## src/rtl/carregador_memorias_acesso_externo.sv

```systemverilog
// Stream loader: decodes framed load commands from a byte stream and drives the
// write ports of the relations and obstacles memories.
module carregador_memorias_acesso_externo #(
  parameter int ADDR_WIDTH          = 8,
  parameter int RELACOES_DATA_WIDTH = 8
) (
  input  logic                           clk,
  input  logic                           rst_n,
  input  logic [7:0]                     stream_data_in,
  input  logic                           stream_valid_in,
  output logic                           stream_ready_out,
  output logic                           relacoes_wr_en_out,
  output logic [ADDR_WIDTH-1:0]          relacoes_wr_addr_out,
  output logic [RELACOES_DATA_WIDTH-1:0] relacoes_wr_data_out,
  output logic                           obstaculos_wr_en_out,
  output logic [ADDR_WIDTH-1:0]          obstaculos_wr_addr_out,
  output logic                           obstaculos_wr_data_out,
  output logic                           busy_out,
  output logic                           done_out,
  output logic                           erro_out,
  output logic [2:0]                     fsm_state_out
);

  // Handshake: a byte transfers on a rising edge where stream_valid_in and
  // stream_ready_out are both 1; ready depends only on internal state.
  typedef enum logic [2:0] {
    S_IDLE, S_ADDR_H, S_ADDR_L, S_CNT_H, S_CNT_L, S_DATA, S_DONE
  } state_t;

  state_t                         state_q, state_d;
  logic                           is_obst_q, is_obst_d;
  logic [7:0]                     addr_hi_q, addr_hi_d;
  logic [7:0]                     cnt_hi_q, cnt_hi_d;
  logic [ADDR_WIDTH-1:0]          addr_q, addr_d;
  logic [15:0]                    cnt_q, cnt_d;
  logic [7:0]                     shift_q, shift_d;
  logic [2:0]                     bits_q, bits_d;
  logic                           erro_q, erro_d;
  logic                           rel_en_q, rel_en_d;
  logic [ADDR_WIDTH-1:0]          rel_addr_q, rel_addr_d;
  logic [RELACOES_DATA_WIDTH-1:0] rel_data_q, rel_data_d;
  logic                           obs_en_q, obs_en_d;
  logic [ADDR_WIDTH-1:0]          obs_addr_q, obs_addr_d;
  logic                           obs_data_q, obs_data_d;
  logic                           ready;
  logic                           accept;

  always_comb begin
    state_d    = state_q;
    is_obst_d  = is_obst_q;
    addr_hi_d  = addr_hi_q;
    cnt_hi_d   = cnt_hi_q;
    addr_d     = addr_q;
    cnt_d      = cnt_q;
    shift_d    = shift_q;
    bits_d     = bits_q;
    erro_d     = erro_q;
    rel_en_d   = 1'b0;
    rel_addr_d = rel_addr_q;
    rel_data_d = rel_data_q;
    obs_en_d   = 1'b0;
    obs_addr_d = obs_addr_q;
    obs_data_d = obs_data_q;
    ready      = 1'b0;

    case (state_q)
      S_IDLE, S_ADDR_H, S_ADDR_L, S_CNT_H, S_CNT_L: ready = 1'b1;
      S_DATA: begin
        if (cnt_q != 16'd0) begin
          if (!is_obst_q) ready = 1'b1;
          else            ready = (bits_q == 3'd0) && !obs_en_q;
        end
      end
      default: ready = 1'b0;
    endcase
    ready  = ready & rst_n;
    accept = ready & stream_valid_in;

    case (state_q)
      S_IDLE: begin
        if (accept) begin
          if (stream_data_in == 8'h01 || stream_data_in == 8'h02) begin
            is_obst_d = (stream_data_in == 8'h02);
            erro_d    = 1'b0;
            state_d   = S_ADDR_H;
          end else begin
            erro_d = 1'b1;
          end
        end
      end
      S_ADDR_H: begin
        if (accept) begin
          addr_hi_d = stream_data_in;
          state_d   = S_ADDR_L;
        end
      end
      S_ADDR_L: begin
        if (accept) begin
          addr_d  = ADDR_WIDTH'({addr_hi_q, stream_data_in});
          state_d = S_CNT_H;
        end
      end
      S_CNT_H: begin
        if (accept) begin
          cnt_hi_d = stream_data_in;
          state_d  = S_CNT_L;
        end
      end
      S_CNT_L: begin
        if (accept) begin
          cnt_d   = {cnt_hi_q, stream_data_in};
          bits_d  = 3'd0;
          state_d = ({cnt_hi_q, stream_data_in} == 16'd0) ? S_DONE : S_DATA;
        end
      end
      S_DATA: begin
        if (cnt_q == 16'd0) begin
          state_d = S_DONE;
        end else if (!is_obst_q) begin
          if (accept) begin
            rel_en_d   = 1'b1;
            rel_addr_d = addr_q;
            rel_data_d = RELACOES_DATA_WIDTH'(stream_data_in);
            addr_d     = addr_q + ADDR_WIDTH'(1);
            cnt_d      = cnt_q - 16'd1;
          end
        end else if (bits_q != 3'd0) begin
          obs_en_d   = 1'b1;
          obs_addr_d = addr_q;
          obs_data_d = shift_q[0];
          shift_d    = {1'b0, shift_q[7:1]};
          bits_d     = bits_q - 3'd1;
          addr_d     = addr_q + ADDR_WIDTH'(1);
          cnt_d      = cnt_q - 16'd1;
        end else if (accept) begin
          // Bit 0 goes out immediately; bits_d counts the bits still held in shift_q.
          obs_en_d   = 1'b1;
          obs_addr_d = addr_q;
          obs_data_d = stream_data_in[0];
          shift_d    = {1'b0, stream_data_in[7:1]};
          bits_d     = (cnt_q >= 16'd8) ? 3'd7 : (cnt_q[2:0] - 3'd1);
          addr_d     = addr_q + ADDR_WIDTH'(1);
          cnt_d      = cnt_q - 16'd1;
        end
      end
      S_DONE:  state_d = S_IDLE;
      default: state_d = S_IDLE;
    endcase
  end

  always_ff @(posedge clk or negedge rst_n) begin
    if (!rst_n) begin
      state_q    <= S_IDLE;
      is_obst_q  <= 1'b0;
      addr_hi_q  <= '0;
      cnt_hi_q   <= '0;
      addr_q     <= '0;
      cnt_q      <= '0;
      shift_q    <= '0;
      bits_q     <= '0;
      erro_q     <= 1'b0;
      rel_en_q   <= 1'b0;
      rel_addr_q <= '0;
      rel_data_q <= '0;
      obs_en_q   <= 1'b0;
      obs_addr_q <= '0;
      obs_data_q <= 1'b0;
    end else begin
      state_q    <= state_d;
      is_obst_q  <= is_obst_d;
      addr_hi_q  <= addr_hi_d;
      cnt_hi_q   <= cnt_hi_d;
      addr_q     <= addr_d;
      cnt_q      <= cnt_d;
      shift_q    <= shift_d;
      bits_q     <= bits_d;
      erro_q     <= erro_d;
      rel_en_q   <= rel_en_d;
      rel_addr_q <= rel_addr_d;
      rel_data_q <= rel_data_d;
      obs_en_q   <= obs_en_d;
      obs_addr_q <= obs_addr_d;
      obs_data_q <= obs_data_d;
    end
  end

  assign stream_ready_out       = ready;
  assign relacoes_wr_en_out     = rel_en_q;
  assign relacoes_wr_addr_out   = rel_addr_q;
  assign relacoes_wr_data_out   = rel_data_q;
  assign obstaculos_wr_en_out   = obs_en_q;
  assign obstaculos_wr_addr_out = obs_addr_q;
  assign obstaculos_wr_data_out = obs_data_q;
  assign busy_out               = (state_q != S_IDLE);
  assign done_out               = (state_q == S_DONE);
  assign erro_out               = erro_q;
  assign fsm_state_out          = state_q;

endmodule

```

## config.mk

```make
export PLATFORM = sky130hd
export DESIGN_NAME = carregador_memorias_acesso_externo
export DESIGN_NICKNAME = d
export VERILOG_FILES = /design/src/rtl/carregador_memorias_acesso_externo.sv
export SDC_FILE = /design/constraint.sdc
export NUM_CORES = 1
export LEC_CHECK = 0
export BUFFER_PORTS_ARGS = -buffer_cell sky130_fd_sc_hd__buf_2
export CAP_MARGIN = 15
export CORE_MARGIN = 2
export CORE_UTILIZATION = 60
export DETAILED_ROUTE_END_ITERATION = 7
export MAX_ROUTING_LAYER = met4
export PLACE_DENSITY = 0.88
export SLEW_MARGIN = 20
export SYNTH_ARGS = -nofsm -noshare
export SYNTH_HDL_FRONTEND = slang
export SYNTH_SLANG_ARGS = --single-unit
```

## constraint.sdc

```tcl
create_clock -name clk -period 3.7 [get_ports clk]
set_input_delay 0.185 -clock clk [delete_from_list [all_inputs] [get_ports clk]]
set_output_delay 0.185 -clock clk [all_outputs]
set_load 0.02 [all_outputs]
```

==> flow_summary_export.csv <==
group,metric,value,unit
outcome,outcome,"complete, no violations",
routing,firstDrtPassIters,6,
routing,viasPerCell,6.614,
die,die-area,7522,µm²
synth,ys_dominant_reg_cell,"dfrtp_1",
global_route,grt_max_degree,55,
job,cap_viol_max_count,0,
sta,setup_violations,0,
synth,synth_area_leaders,"dfrtp_1 45%, mux2_2 6.6%, a21oi_1 3.7%, nand2_1 2.7%, nor2_1 2.3%",
power,powerDensity,831.9,nW/µm²
sta,finalSetupTns,0,ns
worst_hold_path,hold_path_class,"in -> reg",
power,p_leak,1.950,nW
placed_design,place_congestion,0.9819,
clocking,clock_latency,0.37,ns
worst_setup_path,crit_family,"simple AND/OR/NAND/NOR gates",
worst_setup_path,required,3.95,ns
routing,detail-route-antenna-nets,0,
placed_design,hpwl,7.322,mm
global_route,overflow,0,
sta,max_freq,0.3534,GHz
synth,synth_cells,413,
sta,rsz0062_at_grt,"no",
routing,first_iter_violations,483,
worst_setup_path,cp_max_fo,18,
worst_setup_path,start_kind,"flop",
global_route,grt_pass1_wl,17.28,mm
die,die_x,86.73,µm
sta,skew,0.009874,ns
worst_setup_path,crit_path_end_kind,"flop",
routing,routed_wl,10.60,mm
layout,syn_to_final_growth,10.57,%
global_route,grt_usage,0.3075,
worst_setup_path,max_stage_delay,0.66,ns
sta,maxSlewHeadroom,0.4092,
synth,synthesis.nets,428,
power,vdd_drop_max,0.5084,mV
sta,tightest_slew,0.8861,ns
die,fp.coreArea,6719,µm²
worst_setup_path,cpMaxStageDelayCell,"or2_1",
placed_design,dp_slack,0.9135,ns
worst_setup_path,worstRegToRegCells,7,
synth,yosys_warnings,0,
synth,netlist_area,4106,µm²
sta,setup_slack,0.8703,ns
worst_setup_path,crit_type,"reg -> reg",
synth,async_flop_share,1.000,
clocking,clk_pin_slew,0.08,ns
synth,synth_commonest_cells,"74 x dfrtp_1, 30 x a21oi_1, 29 x nand2_1",
synth,synth.distinct_cells,69,
die,rows,30,
layout,multi_input_area,2057,µm²
clocking,clockRootBuffer,"clkbuf_8",
die,die_y,86.73,µm
layout,drive_above_1_share,0.2362,
clocking,cts_resized,0,
layout,nNetsFinal,464,
layout,seqCellArea,1852,µm²
synth,netlist.area_leader.share,0.4509,
clocking,clockBufferDepth,2,
layout,n_fill_cell,506,
die,initial_core_util,0.6112,
sta,fin_crit_sh,0.7648,
routing,wl_per_cell,19.85,µm
synth,yosys_register_bits,74,
synth,yosysSeqAreaShare,0.4509,
worst_setup_path,cp.depth,7,
worst_setup_path,path_cells,"inv_1 > ha_1 > nor2b_1 > nand2_2 > o21ai_1 > or2_1 > mux2_2",
sta,drv_slew,0,
clocking,cts_buffers,9,
worst_hold_path,hold_path_depth,2,
worst_setup_path,crit_buf_inv,1,
sta,finalHoldViolCount,0,
placed_design,portBuffers,44,
routing,vias,3532,
synth,yosysMostFrequentCell,"dfrtp_1",
worst_setup_path,arrival,3.08,ns
synth,synth-edff-count,0,
sta,min_period,2.830,ns
synth,synth_largest_area_cell,"dfrtp_1",
die,ios,45,
global_route,grt_pass1_vias,3395,
synth,syn_area_per_cell,9.943,µm²
global_route,antenna_found_initial,1,
clocking,clock-sinks,74,
routing,drc,0,
clocking,cts_tree,"done",
clocking,h-tree-depth,3,
==> final cells by class <==
cell class / count / share of cell area
Antenna cell: 1 / 0.0005511
Clock buffer: 9 / 0.02728
Clock inverter: 6 / 0.01984
Inverter: 14 / 0.01157
Multi-Input combinational cell: 301 / 0.4530
Sequential cell: 74 / 0.4078
Tap cell: 80 / 0.02204
Timing Repair Buffer: 49 / 0.05787
==> cell usage in the layout (no fill, tap or decap), types with 12 or more instances in the layout <==
master,n
nand2_1,29
nand3_1,18
nor2_1,25
inv_1,14
o22ai_1,12
nor3_1,16
buf_2,43
o21ai_0,14
a21oi_1,30
mux2_2,24
dfrtp_1,74
==> path summary, 6_finish.rpt <==
kind                              startpoint                 endpoint  slack (ns)
setup / recovery                    cnt_q[0]  relacoes_wr_data_out[1]        0.87
hold / removal             stream_data_in[2]  relacoes_wr_data_out[2]        0.17
hold reg to reg                    bits_q[0]                bits_q[0]        0.49
setup reg to reg                    cnt_q[0]  relacoes_wr_data_out[1]        0.87
min in group asynchronous              rst_n                bits_q[0]        0.27
max in group asynchronous              rst_n  relacoes_wr_addr_out[7]        2.45
==> logic make-up after synthesis <==
| group | after synthesis | synth area share |
|---|---|---|
| simple gates | 147 | 0.2054 |
| compound gates | 106 | 0.1679 |
| flops | 74 | 0.4509 |
| mux | 39 | 0.1048 |
| buf+inv | 38 | 0.04814 |
| xor+xnor | 5 | 0.01067 |
| fa+ha+maj | 4 | 0.01219 |
==> layer usage <==
layer | up-vias | routed length (µm) | share of wire | track usage
li1 | 1603 | - | - | -
met2 | 207 | 4996 | 0.47 | 0.4566
met1 | 1682 | 4297 | 0.41 | 0.4097
met3 | 40 | 960 | 0.091 | 0.06571
met4 | 0 | 347 | 0.033 | 0.1321
met5 | - | 0 | 0 | -
==> what timing repair did <==
action / CTS / global route
endpoints found under the hold margin: 20 / 0
setup buffers: 0 / 0
hold buffers: 1 / 0
==> per-stage QoR <==
step | total power [mW] | hold WS, ns | cell area [µm²] | util | cells
detailed placement | 3.058 | 0.1018 | 4314 | 0.6421 | 517
global placement | 2.969 | 0.09493 | 4314 | 0.6421 | 517
global route | 3.992 | 0.1783 | 4541 | 0.6758 | 534
CTS | 3.762 | 0.1651 | 4538 | 0.6754 | 533
finish | 3.777 | 0.1696 | 4541 | 0.6758 | 534
floorplan | 2.604 | -0.1106 | 4106 | - | 413
==> power breakdown <==
part	switching [mW]	total, mW	internal, mW
combinational	0.948	1.57	0.618
clock	0.320	0.698	0.378
sequential	0.358	1.51	1.16
total	1.63	3.78	2.15
==> sequential cells by signal, indices dropped and copies added (netlist names), 7 cells and up <==
name	cells
shift_q	7
relacoes_wr_data_out	8
relacoes_wr_addr_out	8
addr_q	8
obstaculos_wr_addr_out	8
cnt_hi_q	8
cnt_q	16
Note: power is estimated with default switching activity, not from simulation.
